<file path="src/rtl/addr_mode_sequencer.sv">
// rtl/addr_mode_sequencer.sv - 6502 operand-fetch and effective-address sequencer
// JMP_IND_PAGE_WRAP_EN: indirect-mode pointer high byte wraps inside the pointer's page (NMOS bug)
module addr_mode_sequencer (
  input  logic        clk,
  input  logic        rst,
  input  logic        start,
  input  logic [3:0]  mode,
  input  logic [15:0] pc,
  input  logic [7:0]  x,
  input  logic [7:0]  y,
  output logic        mem_rd,
  output logic [15:0] mem_addr,
  input  logic [7:0]  mem_rdata,
  output logic        busy,
  output logic        done,
  output logic [15:0] ea,
  output logic        page_cross,
  output logic [1:0]  op_bytes,
  output logic        illegal
);

  localparam logic [3:0] M_IMPL  = 4'd0;
  localparam logic [3:0] M_ACC   = 4'd1;
  localparam logic [3:0] M_IMM   = 4'd2;
  localparam logic [3:0] M_ZPG   = 4'd3;
  localparam logic [3:0] M_ZPG_X = 4'd4;
  localparam logic [3:0] M_ZPG_Y = 4'd5;
  localparam logic [3:0] M_ABS   = 4'd6;
  localparam logic [3:0] M_ABS_X = 4'd7;
  localparam logic [3:0] M_ABS_Y = 4'd8;
  localparam logic [3:0] M_IND   = 4'd9;
  localparam logic [3:0] M_IND_X = 4'd10;
  localparam logic [3:0] M_IND_Y = 4'd11;
  localparam logic [3:0] M_REL   = 4'd12;

  // S_CAP absorbs the last read's data (it arrives the cycle after the strobe)
  typedef enum logic [2:0] {
    S_IDLE, S_RD_OP0, S_RD_OP1, S_RD_PTR0, S_RD_PTR1, S_CAP, S_FIX, S_DONE
  } state_t;

  state_t      state_q, state_d;
  logic [3:0]  mode_q, mode_d;
  logic [15:0] pc_q, pc_d;
  logic [7:0]  x_q, x_d, y_q, y_d;
  logic [7:0]  lo_q, lo_d;
  logic [15:0] ptr_q, ptr_d;
  logic [15:0] ea_q, ea_d;
  logic        pcross_q, pcross_d;
  logic [1:0]  ob_q, ob_d;
  logic        ill_q, ill_d;

  logic [7:0]  idx;
  logic [7:0]  zpg_idx;
  logic [7:0]  zp_ptr;
  logic [15:0] full;
  logic [15:0] idx_ea;
  logic [15:0] rel_base;
  logic [15:0] rel_ea;
  logic [15:0] ptr_hi_addr;

  always_comb begin
    idx      = (mode_q == M_ZPG_X || mode_q == M_ABS_X) ? x_q : y_q;
    zpg_idx  = mem_rdata + idx;
    zp_ptr   = mem_rdata + ((mode_q == M_IND_X) ? x_q : 8'h00);
    full     = {mem_rdata, lo_q};
    idx_ea   = full + {8'h00, idx};
    rel_base = pc_q + 16'd1;
    rel_ea   = rel_base + {{8{mem_rdata[7]}}, mem_rdata};
    // Zero-page pointers always wrap within page zero; only JMP (ind) is configurable
    if (mode_q == M_IND) begin
`ifdef JMP_IND_PAGE_WRAP_EN
      ptr_hi_addr = {ptr_q[15:8], ptr_q[7:0] + 8'd1};
`else
      ptr_hi_addr = ptr_q + 16'd1;
`endif
    end else begin
      ptr_hi_addr = {8'h00, ptr_q[7:0] + 8'd1};
    end
  end

  always_comb begin
    state_d  = state_q;
    mode_d   = mode_q;
    pc_d     = pc_q;
    x_d      = x_q;
    y_d      = y_q;
    lo_d     = lo_q;
    ptr_d    = ptr_q;
    ea_d     = ea_q;
    pcross_d = pcross_q;
    ob_d     = ob_q;
    ill_d    = ill_q;
    mem_rd   = 1'b0;
    mem_addr = 16'h0000;

    case (state_q)
      S_IDLE: begin
        if (start) begin
          mode_d = mode;
          pc_d   = pc;
          x_d    = x;
          y_d    = y;
          case (mode)
            M_IMPL, M_ACC: begin
              ea_d = 16'h0000; pcross_d = 1'b0; ob_d = 2'd0; ill_d = 1'b0;
              state_d = S_DONE;
            end
            M_IMM: begin
              ea_d = pc; pcross_d = 1'b0; ob_d = 2'd1; ill_d = 1'b0;
              state_d = S_DONE;
            end
            M_ZPG, M_ZPG_X, M_ZPG_Y, M_ABS, M_ABS_X, M_ABS_Y,
            M_IND, M_IND_X, M_IND_Y, M_REL: state_d = S_RD_OP0;
            default: begin
              ea_d = 16'h0000; pcross_d = 1'b0; ob_d = 2'd0; ill_d = 1'b1;
              state_d = S_DONE;
            end
          endcase
        end
      end
      S_RD_OP0: begin
        mem_rd   = 1'b1;
        mem_addr = pc_q;
        case (mode_q)
          M_ABS, M_ABS_X, M_ABS_Y, M_IND: state_d = S_RD_OP1;
          M_IND_X, M_IND_Y:               state_d = S_RD_PTR0;
          default:                        state_d = S_CAP;
        endcase
      end
      S_RD_OP1: begin
        mem_rd   = 1'b1;
        mem_addr = pc_q + 16'd1;
        lo_d     = mem_rdata;
        state_d  = (mode_q == M_IND) ? S_RD_PTR0 : S_CAP;
      end
      S_RD_PTR0: begin
        // Pointer comes straight off the bus so the pointer reads stay back-to-back
        ptr_d    = (mode_q == M_IND) ? full : {8'h00, zp_ptr};
        mem_rd   = 1'b1;
        mem_addr = ptr_d;
        state_d  = S_RD_PTR1;
      end
      S_RD_PTR1: begin
        mem_rd   = 1'b1;
        mem_addr = ptr_hi_addr;
        lo_d     = mem_rdata;
        state_d  = S_CAP;
      end
      S_CAP: begin
        ill_d    = 1'b0;
        pcross_d = 1'b0;
        ob_d     = 2'd1;
        case (mode_q)
          M_ZPG:            ea_d = {8'h00, mem_rdata};
          M_ZPG_X, M_ZPG_Y: ea_d = {8'h00, zpg_idx};
          M_ABS, M_IND: begin
            ea_d = full;
            ob_d = 2'd2;
          end
          M_ABS_X, M_ABS_Y: begin
            ea_d     = idx_ea;
            pcross_d = (idx_ea[15:8] != mem_rdata);
            ob_d     = 2'd2;
          end
          M_IND_X: ea_d = full;
          M_IND_Y: begin
            ea_d     = idx_ea;
            pcross_d = (idx_ea[15:8] != mem_rdata);
          end
          M_REL: begin
            ea_d     = rel_ea;
            pcross_d = (rel_ea[15:8] != rel_base[15:8]);
          end
          default: begin
            ea_d = 16'h0000;
            ob_d = 2'd0;
          end
        endcase
        state_d = (pcross_d && (mode_q == M_ABS_X || mode_q == M_ABS_Y || mode_q == M_IND_Y))
                  ? S_FIX : S_DONE;
      end
      S_FIX:   state_d = S_DONE;
      S_DONE:  state_d = S_IDLE;
      default: state_d = S_IDLE;
    endcase
  end

  always_ff @(posedge clk) begin
    if (rst) begin
      state_q  <= S_IDLE;
      mode_q   <= 4'd0;
      pc_q     <= 16'h0000;
      x_q      <= 8'h00;
      y_q      <= 8'h00;
      lo_q     <= 8'h00;
      ptr_q    <= 16'h0000;
      ea_q     <= 16'h0000;
      pcross_q <= 1'b0;
      ob_q     <= 2'd0;
      ill_q    <= 1'b0;
    end else begin
      state_q  <= state_d;
      mode_q   <= mode_d;
      pc_q     <= pc_d;
      x_q      <= x_d;
      y_q      <= y_d;
      lo_q     <= lo_d;
      ptr_q    <= ptr_d;
      ea_q     <= ea_d;
      pcross_q <= pcross_d;
      ob_q     <= ob_d;
      ill_q    <= ill_d;
    end
  end

  assign busy       = (state_q != S_IDLE);
  assign done       = (state_q == S_DONE);
  assign ea         = ea_q;
  assign page_cross = pcross_q;
  assign op_bytes   = ob_q;
  assign illegal    = ill_q;

endmodule

</file>
<file path="config.mk">
export PLATFORM = sky130hd
export DESIGN_NAME = addr_mode_sequencer
export DESIGN_NICKNAME = d
export VERILOG_FILES = /design/src/rtl/addr_mode_sequencer.sv
export SDC_FILE = /design/constraint.sdc
export NUM_CORES = 1
export LEC_CHECK = 0
export BUFFER_PORTS_ARGS = -buffer_cell sky130_fd_sc_hd__buf_2
export CAP_MARGIN = 5
export CELL_PAD_IN_SITES_DETAIL_PLACEMENT = 1
export CELL_PAD_IN_SITES_GLOBAL_PLACEMENT = 2
export CORE_MARGIN = 8
export CORE_UTILIZATION = 35
export CTS_CLUSTER_SIZE = 14
export DETAILED_ROUTE_END_ITERATION = 8
export PLACE_DENSITY_LB_ADDON = 0.3
export RECOVER_POWER = 50
export SYNTH_ARGS = -nofsm -noshare
export SYNTH_HDL_FRONTEND = slang
export SYNTH_SLANG_ARGS = --single-unit
</file>
<file path="constraint.sdc">
create_clock -name clk -period 4.22 [get_ports clk]
set_clock_uncertainty 0.2 [all_clocks]
set_input_delay 0.211 -clock clk [delete_from_list [all_inputs] [get_ports clk]]
set_output_delay 0.211 -clock clk [all_outputs]
set_load 0.05 [all_outputs]
</file>
==> reports/results.md, run 1 <==
| Parameter | Value |
|---|---|
| H-Tree Depth | 3 |
| Count of flip-flops with a built-in enable after synthesis | 0 |
| Status | finished with violations |
| Power Dens Cells | 373.8 nW/um^2 |
| Number of max-slew violations in the final report | 37 |
| Routed Wire Length | 26510 um |
| Final worst path period share | 0.9477 |
| Critical path capture point type | flip-flop |
| Post-layout minimum cycle time | 3.999 ns |
| Mean Syn Cell Area | 7.680 um^2 |
| Vertical die dimension | 155.0 um |
| Pin count of the biggest net entering global routing | 46 |
| Post-synthesis instance area | 6766 um^2 |
| Top FF cell, synth | dfxtp_1 |
| Avg WL per Cell | 21.21 um |
| Crit path kind | flip-flop to flip-flop |
| Number of maximum-capacitance constraint violations | 1 |
| Total Negative Setup Slacks | 0 ns |
| Path category of the worst min-delay check | primary input to flip-flop |
| GRT Util Overall | 0.2216 |
| Ys Warns | 0 |
| Final RePlAce weighted congestion | 0.8816 |
| Top-level port count | 86 |
| Total of buffers placed on input and output ports | 85 |
| Most area-hungry cell type in the Yosys netlist | dfxtp_1 |
| Slew @ Worst Pin | 1.513 ns |
| First-pass GRT wire length | 41380 um |
| TritonCTS sink count | 83 |
| Vias in the first global route | 7213 |
| CTS root buf | clkbuf_16 |
| Synthesis-to-finish area growth | 19.38% |
| Leading cell types in the layout, fill and taps excluded | nand2_1, a21oi_1, dfxtp_1 |
| Standby leakage power | 3.330 nW |
| FF-to-FF Start | pc_q[0] |
| Startpoint types | flip-flop |
| Area of the placeable core | 19210 um^2 |
| Maximum resistive drop on vdd | 0.2035 mV |
| Final WS setup | 0.2205 ns |
| Number of vias per cell | 5.593 |
| Non-Filler Instances | 1250 |
| Antenna violations before repair | 0 |
| CP arrival | 4.04 ns |
| Highest Clock Rate | 250.0 MHz |
| Initial core utilization | 0.3523 |
| Minimum setup slack after placement | 0.1020 ns |
| Startpoint of the most critical hold path | start |
| Async SR Flop Fraction | 0 |
| DRT iter0 DRCs | 442 |
| Register bit total from synthesis | 83 |
| TritonCTS clock tree | yes |
| Critical-path maximum fanout | 7 |
| Detailed-route DRC error count | 0 |
| Buffer levels on the longest clock path | 2 |
| Unique cell type count in the Yosys netlist | 74 |
| Synth top area cells | dfxtp_1, ha_1, nand2_1, a21oi_1, xnor2_1 |
| Placed wire-length estimate after detailed placement | 20010 um |
| Clk pin slew, worst setup/hold paths | 0.07 ns |
| Total Nets Final | 1076 |
| Remaining max-slew budget at the tightest pin | -0.01121 |
| Most common library cell in the layout ignoring fill and taps | nand2_1 |
| Violations in the final reports | capacitance limit, slew limit |
| Detailed Routing Iterations Pass 1 | 8 |
| Worst Setup SP | pc_q[0] |
| Finish-stage setup viols | 0 |
| Clock latency at the later pin of the worst-skew pair | 0.36 ns |
| Number of cells after detailed placement | 1199 |
| Inserted Clock Buffers | 9 |
| Antenna diode count | 0 |
| Post-Synthesis Cells | 881 |
| Required time of the worst setup path | 4.26 ns |
| Fin. Hold Viols | 0 |
| Width of the chip | 155.0 um |
| Count of vias placed by the detailed router | 6991 |
| Count of nets left with antenna violations after detail routing | 0 |
| Die area | 24040 um^2 |
| Overall overflow remaining after global route | 0 |
| Floorplan row count | 51 |
| Post-Syn Nets | 976 |
| Part of the Yosys area used for sequential elements | 0.2456 |
| RSZ-0062 raised after global routing | no |
| Proportion of netlist area held by the largest area contributor | 0.2456 |
| Worst slack on hold paths | 0.06757 ns |
| Number of buffers added for setup after CTS | 0 |
| Ratio of cells with drive above 1 in the final layout | 0.1330 |
critical path: stages, from the launching register on:
cell      delay (ns)
dfxtp_1         0.45
ha_1            0.28
nand3_2         0.16
nor3_4          0.26
xnor2_1         0.24
inv_1           0.09
ha_1            0.34
and2_1          0.22
a221oi_2        0.35
o21ai_0         0.17
a211oi_2        0.34
xor2_1          0.11
nor4_1          0.33
and4_1          0.26
o21ai_1         0.07
flip-flops by register name, summed over array words and instances, names as in the netlist:
name and cells:
ptr_q 16, pc_q 16, mode_q 4, state_q 3
y_q 8, lo_q 8, page_cross 1, ea 16
x_q 8, op_bytes 2, illegal 1
metal layers:
layer,global-route usage,part of all wire,up-vias
met5,0,0,-
met3,0.03412,0.041,34
met4,0.07746,0.025,0
met1,0.2823,0.46,3418
li1,-,-,3385
met2,0.3735,0.48,154
synthesized netlist by cell type, types with 13 or more instances:
| library cell | number |
|---|---|
| a211oi_1 | 13 |
| a21o_1 | 13 |
| a21oi_1 | 97 |
| a22oi_1 | 15 |
| and2_1 | 13 |
| clkbuf_1 | 35 |
| dfxtp_1 | 83 |
| ha_1 | 44 |
| inv_1 | 24 |
| nand2_1 | 135 |
| nand3_1 | 28 |
| nor2_1 | 71 |
| nor3_1 | 21 |
| o21ai_0 | 31 |
| xnor2_1 | 34 |
| xor2_1 | 25 |
cell families after synthesis:
kind of cell / synth area share
AND/OR/NAND/NOR: 0.2278
AO/OA/AOI/OAI: 0.2570
flip-flops: 0.2456
buffers and inverters: 0.04382
XOR/XNOR: 0.09985
adder cells (fa/ha/maj): 0.09320
multiplexers: 0.03273
path summary, 6_finish.rpt:
check | to | slack [ns] | cells past startpoint
min reg2reg | y_q[2] | 0.26 | 2
max reg2reg | page_cross | 0.22 | 14
max | page_cross | 0.22 | 14
min | state_q[0] | 0.07 | 3
stage by stage:
| step | util | power [W] | instance area (um^2) |
|---|---|---|---|
| floorplan | - | 0.001861 | 6766 |
| global placement | 0.3888 | 0.002234 | 7467 |
| detailed placement | 0.3888 | 0.002244 | 7467 |
| CTS | 0.4211 | 0.003038 | 8088 |
| global route | 0.4206 | 0.003200 | 8078 |
| finish | 0.4206 | 0.003020 | 8078 |
power breakdown:
part / switching (W) / internal (W)
Combinational: 0.000843 / 0.000434
Sequential: 0.000114 / 0.000868
Clock: 0.000364 / 0.000397
layout make-up:
type / instances / area [um^2]
Clock inverter: 6 / 42.54
Sequential cell: 83 / 1665
Inverter: 25 / 93.84
Fill cell: 2395 / 11130
Timing Repair Buffer: 138 / 892.1
Clock buffer: 9 / 225.2
Tap cell: 265 / 331.6
Multi-Input combinational cell: 724 / 4827
what timing repair did:
| item | in CTS | in global routing |
|---|---|---|
| cloned | 0 | 0 |
| endpoints found under the hold margin | 38 | 1 |
| pin swaps | 0 | 1 |
| setup endpoints to repair | 1 | 6 |
| hold buffers | 35 | 1 |
| gates resized for setup | 1 | 8 |
Power figures use the tool's default switching activity.
==> run 2, diff against run 1 <==
--- a/config.mk
+++ b/config.mk
@@ -11,6 +11,7 @@
 export CELL_PAD_IN_SITES_GLOBAL_PLACEMENT = 2
 export CORE_MARGIN = 8
 export CORE_UTILIZATION = 35
+export CTS_BUF_LIST = sky130_fd_sc_hd__clkbuf_2 sky130_fd_sc_hd__clkbuf_4 sky130_fd_sc_hd__clkbuf_8
 export CTS_CLUSTER_SIZE = 14
 export DETAILED_ROUTE_END_ITERATION = 8
 export PLACE_DENSITY_LB_ADDON = 0.3
==> reports/results.md, run 2 (synthesized netlist as in run 1, its figures left out) <==
| Parameter | Value |
|---|---|
| Status | finished with violations |
| Violations in the final reports | capacitance limit, slew limit |
| Most frequent cell on the critical path | ha_1 |
| Required time of the worst setup path | 4.30 ns |
| Ratio of cells with drive above 1 in the final layout | 0.1330 |
| Clock latency at the later pin of the worst-skew pair | 0.39 ns |
| Floorplan row count | 51 |
| Highest Clock Rate | 252.6 MHz |
| Top-level port count | 86 |
| Power Dens Cells | 351.7 nW/um^2 |
| RSZ-0062 raised after global routing | no |
| CP arrival | 4.04 ns |
| Cell family with the largest share of critical-path delay | simple AND/OR/NAND/NOR gates |
| Count of vias placed by the detailed router | 6949 |
| Slew @ Worst Pin | 1.518 ns |
| Placed wire-length estimate after detailed placement | 20010 um |
| Max stage delay cell, worst path | dfxtp_1 |
| Crit path kind | flip-flop to flip-flop |
| Path category of the worst min-delay check | primary input to flip-flop |
| Avg WL per Cell | 21.09 um |
| Cells along the critical path | ha_1 -> nand3_2 -> nor3_4 -> xnor2_1 -> inv_1 -> ha_1 -> and2_1 -> a221oi_2 -> o21ai_0 -> a211oi_2 -> xor2_1 -> nor4_1 -> and4_1 -> o21ai_1 |
| Clk pin slew, worst setup/hold paths | 0.10 ns |
| DRT iter0 DRCs | 424 |
| Initial core utilization | 0.3523 |
| First-pass GRT wire length | 41310 um |
| Most common library cell in the layout ignoring fill and taps | nand2_1 |
| Number of buffers added for setup after CTS | 0 |
| Die area | 24040 um^2 |
| Fin. Hold Viols | 0 |
| Pin count of the biggest net entering global routing | 46 |
| Synthesis-to-finish area growth | 17.92% |
| Inserted Clock Buffers | 9 |
| Filler cell count | 2398 |
| Detailed-route DRC error count | 0 |
| Routed Wire Length | 26360 um |
| Number of max-slew violations in the final report | 37 |
| Antenna diode count | 0 |
| Total Negative Setup Slacks | 0 ns |
| Number of maximum-capacitance constraint violations | 1 |
| Buffer levels on the longest clock path | 2 |
| Width of the chip | 155.0 um |
| H-Tree Depth | 3 |
| TritonCTS clock tree | yes |
| Post-layout minimum cycle time | 3.960 ns |
| Cell Area, Placed | 7467 um^2 |
| Vertical die dimension | 155.0 um |
| Leading cell types in the layout, fill and taps excluded | nand2_1, a21oi_1, dfxtp_1 |
| TritonCTS sink count | 83 |
| Area of combinational cells with multiple inputs | 4827 um^2 |
| Overall overflow remaining after global route | 0 |
| Number of vias per cell | 5.559 |
| Final worst path period share | 0.9383 |
| CTS root buf | clkbuf_8 |
| Finished layout cell area | 7979 um^2 |
| Total of buffers placed on input and output ports | 85 |
| Remaining max-slew budget at the tightest pin | -0.01465 |
| Final RePlAce weighted congestion | 0.8816 |
| Startpoint types | flip-flop |
| Standby leakage power | 3.284 nW |
| Maximum resistive drop on vdd | 0.1561 mV |
| Critical path capture point type | flip-flop |
| Worst path max stage delay | 0.46 ns |
| GRT Util Overall | 0.2206 |
| Crit path buf inv count | 1 |
| Register area | 1665 um^2 |
| Antenna violations before repair | 0 |
| Detailed Routing Iterations Pass 1 | 5 |
| Area of the placeable core | 19210 um^2 |
| Critical-path maximum fanout | 7 |
| Finish-stage setup viols | 0 |
| Total Nets Final | 1076 |
| Vias in the first global route | 7193 |
| Count of nets left with antenna violations after detail routing | 0 |
run 2: cell counts in the layout (fill, tap and decap cells not counted):
No cell type changed its count.
run 2: area by class of cell:
class,instances,area share
Sequential cell,83,0.2087
Tap cell,265,0.04156
Clock inverter,6,0.005332
Timing Repair Buffer,138,0.1121
Inverter,25,0.01176
Multi-Input combinational cell,724,0.6050
Clock buffer,9,0.01552
run 2: timing repair:
| item | CTS | global route |
|---|---|---|
| hold endpoints to repair | 40 | 0 |
| pin swaps | 0 | 1 |
| hold buffers | 36 | 0 |
| endpoints found under the setup margin | 2 | 6 |
| gates resized for setup | 2 | 9 |
run 2: tightest hold or removal path, stage by stage:
cell and delay (ns):
buf_2 0.13, o21bai_1 0.13, nor2b_1 0.12
run 2: worst paths after layout:
kind         startpoint    endpoint  slack (ns)  depth (start not counted)
max             pc_q[0]  page_cross        0.26                         14
min               start  state_q[0]        0.04                          3
max reg2reg     pc_q[0]  page_cross        0.26                         14
min reg2reg      y_q[4]      y_q[4]        0.26                          2
run 2: power breakdown:
part	internal [W]	switching [W]	total, W
combinational	0.000434	0.000839	0.00127
sequential	0.000867	0.000114	0.000981
clock	0.000212	0.000340	0.000552
run 2: per-layer routing:
| layer | wire length [um] | global-route usage | part of all wire |
|---|---|---|---|
| met5 | 0 | 0 | 0 |
| met4 | 671 | 0.07280 | 0.025 |
| met1 | 12010 | 0.2820 | 0.46 |
| met3 | 1121 | 0.03440 | 0.043 |
| met2 | 12560 | 0.3720 | 0.48 |
run 2: metrics by stage:
stage	std cells	worst slack (ns)	hold WS [ns]	util	total power [W]
floorplan	881	0.6027	0.1470	-	0.001861
global placement	1199	0.2152	0.2472	0.3888	0.002234
detailed placement	1199	0.1020	0.2496	0.3888	0.002244
CTS	1250	0.05881	0.02772	0.4166	0.002826
global route	1250	0.008127	0.04883	0.4154	0.002985
finish	1250	0.2604	0.03603	0.4154	0.002806
==> run 3, diff against run 2 <==
--- a/config.mk
+++ b/config.mk
@@ -14,7 +14,7 @@
 export CTS_BUF_LIST = sky130_fd_sc_hd__clkbuf_2 sky130_fd_sc_hd__clkbuf_4 sky130_fd_sc_hd__clkbuf_8
 export CTS_CLUSTER_SIZE = 14
 export DETAILED_ROUTE_END_ITERATION = 8
-export PLACE_DENSITY_LB_ADDON = 0.3
+export PLACE_DENSITY_LB_ADDON = 0.1
 export RECOVER_POWER = 50
 export SYNTH_ARGS = -nofsm -noshare
 export SYNTH_HDL_FRONTEND = slang
==> reports/results.md, run 3 (synthesized netlist as in run 1, its figures left out) <==
| Parameter | Value |
|---|---|
| Status | finished, final reports clean |
| Path category of the worst min-delay check | primary input to flip-flop |
| Crit path kind | flip-flop to primary output |
| Total of buffers placed on input and output ports | 85 |
| Count of nets left with antenna violations after detail routing | 0 |
| Placed wire-length estimate after detailed placement | 21180 um |
| Power Dens Cells | 356.0 nW/um^2 |
| Detailed Routing Iterations Pass 1 | 5 |
| H-Tree Depth | 3 |
| Area of the placeable core | 19210 um^2 |
| Highest Clock Rate | 248.5 MHz |
| CP arrival | 3.61 ns |
| CTS root buf | clkbuf_8 |
| TritonCTS sink count | 83 |
| Minimum setup slack after placement | 0.2333 ns |
| Total Nets Final | 1082 |
| Total Negative Setup Slacks | 0 ns |
| Overall overflow remaining after global route | 0 |
| Fin. Hold Viols | 0 |
| Slew @ Worst Pin | 1.108 ns |
| Finish-stage setup viols | 0 |
| Met1 Track Usage GR | 0.2696 |
| Buffer levels on the longest clock path | 2 |
| Synthesis-to-finish area growth | 18.69% |
| Avg WL per Cell | 22.06 um |
| TritonCTS clock tree | yes |
| Die area | 24040 um^2 |
| Layer with the highest usage after global routing | met2 |
| Number of max-slew violations in the final report | 0 |
| Startpoint types | flip-flop |
| Antenna violations before repair | 0 |
| Critical-path maximum fanout | 9 |
| DRT iter0 DRCs | 389 |
| Top-level port count | 86 |
| Worst-case register-to-register setup slack | 0.29 ns |
| Worst path max stage delay | 0.45 ns |
| Clock latency at the later pin of the worst-skew pair | 0.38 ns |
| Vias in the first global route | 7495 |
| Pin count of the biggest net entering global routing | 66 |
| Filler cell count | 2376 |
| Standby leakage power | 3.316 nW |
| GRT met2 Usage | 0.4091 |
| GRT Util Overall | 0.2307 |
| Final WS setup | 0.1962 ns |
| Layout Utilization | 0.4181 |
| Remaining max-slew budget at the tightest pin | 0.2616 |
| Number of vias per cell | 5.615 |
| Initial core utilization | 0.3523 |
| Cells along the critical path | nand2b_1 -> nor2_2 -> buf_4 -> and2_1 -> ha_1 -> a21o_1 -> a21oi_1 -> o21bai_1 -> a2111oi_1 -> nor3_1 -> xor2_1 -> a211o_1 -> o221ai_1 -> clkbuf_4 |
| Final worst path period share | 0.9535 |
| Count of vias placed by the detailed router | 7058 |
| Total power | 0.002859 W |
| Routed Wire Length | 27730 um |
| Ratio of cells with drive above 1 in the final layout | 0.1381 |
| Clk pin slew, worst setup/hold paths | 0.09 ns |
| Post-layout minimum cycle time | 4.024 ns |
| Detailed-route DRC error count | 0 |
| First-pass GRT wire length | 42880 um |
| Leading cell types in the layout, fill and taps excluded | nand2_1, a21oi_1, dfxtp_1 |
| Critical path capture point type | primary output |
| Final RePlAce weighted congestion | 0.9270 |
| Width of the chip | 155.0 um |
| Global routing usage on met3 | 0.03911 |
| Vertical die dimension | 155.0 um |
| Antenna diode count | 0 |
| Inserted Clock Buffers | 9 |
| Max stage delay cell, worst path | dfxtp_2 |
| Maximum resistive drop on vdd | 0.1444 mV |
| Most common library cell in the layout ignoring fill and taps | nand2_1 |
| Required time of the worst setup path | 3.81 ns |
| Floorplan row count | 51 |
| Number of maximum-capacitance constraint violations | 0 |
[run 3: cell count changes in the layout (fill, tap and decap cells not counted), sizes merged]
cell,before,now
clkinv,3,2
buf,76,80
inv,26,25
dlygate4sd3,36,37
clkbuf,35,39
[run 3: through the flow]
stage	std cells	hold WS, ns	area (um^2)
3_5_place_dp	1204	0.2478	7495
3_3_place_gp	1204	0.2505	7495
4_1_cts	1257	0.03759	8054
2_1_floorplan	881	0.1470	6766
5_1_grt	1257	0.06999	8031
6_report	1257	0.05256	8031
[run 3: layout make-up]
cell class | count | area [um^2] | share of cell area
timing repair buffer | 144 | 929.6 | 0.1158
clock inverter | 4 | 25.02 | 0.003116
multi-input combinational | 724 | 4826 | 0.6009
tap | 265 | 331.6 | 0.04128
clock buffer | 12 | 158.9 | 0.01978
sequential | 83 | 1667 | 0.2075
inverter | 25 | 93.84 | 0.01168
[run 3: timing repair]
action	4_1_cts	5_1_grt
resized for setup	4	6
setup buffers	0	0
setup endpoints to repair	2	3
cloned	0	0
endpoints found under the hold margin	44	0
hold buffers	37	0
[run 3: worst paths after layout]
| kind | cells past startpoint | to | from |
|---|---|---|---|
| max | 14 | mem_addr[7] | mode_q[0] |
| min | 3 | lo_q[1] | mem_rdata[1] |
| max reg2reg | 14 | page_cross | pc_q[0] |
| min reg2reg | 2 | y_q[2] | y_q[2] |
[run 3: metal layers]
metal	vias up	part of all wire
li1	3380	-
met1	3476	0.43
met2	155	0.50
met3	47	0.038
met4	0	0.035
met5	-	0
[run 3: where the power goes]
| group | leakage, nW | internal (W) | switching, W |
|---|---|---|---|
| Clock | 0.0918 | 0.000251 | 0.000337 |
| Sequential | 0.677 | 0.000867 | 0.000116 |
| Combinational | 2.55 | 0.000439 | 0.000849 |
| Total | 3.32 | 0.00156 | 0.00130 |
[run 3: worst max-delay path, delay by kind of cell (launching register included)]
kind	cells	cell delay (ns)
AOI/OAI and AO/OA	6	1.43
DFF	1	0.45
adders and majority gates	1	0.20
and+or+nand+nor	4	0.53
xor gates and xnor gates	1	0.20
buffers and inverters	2	0.42
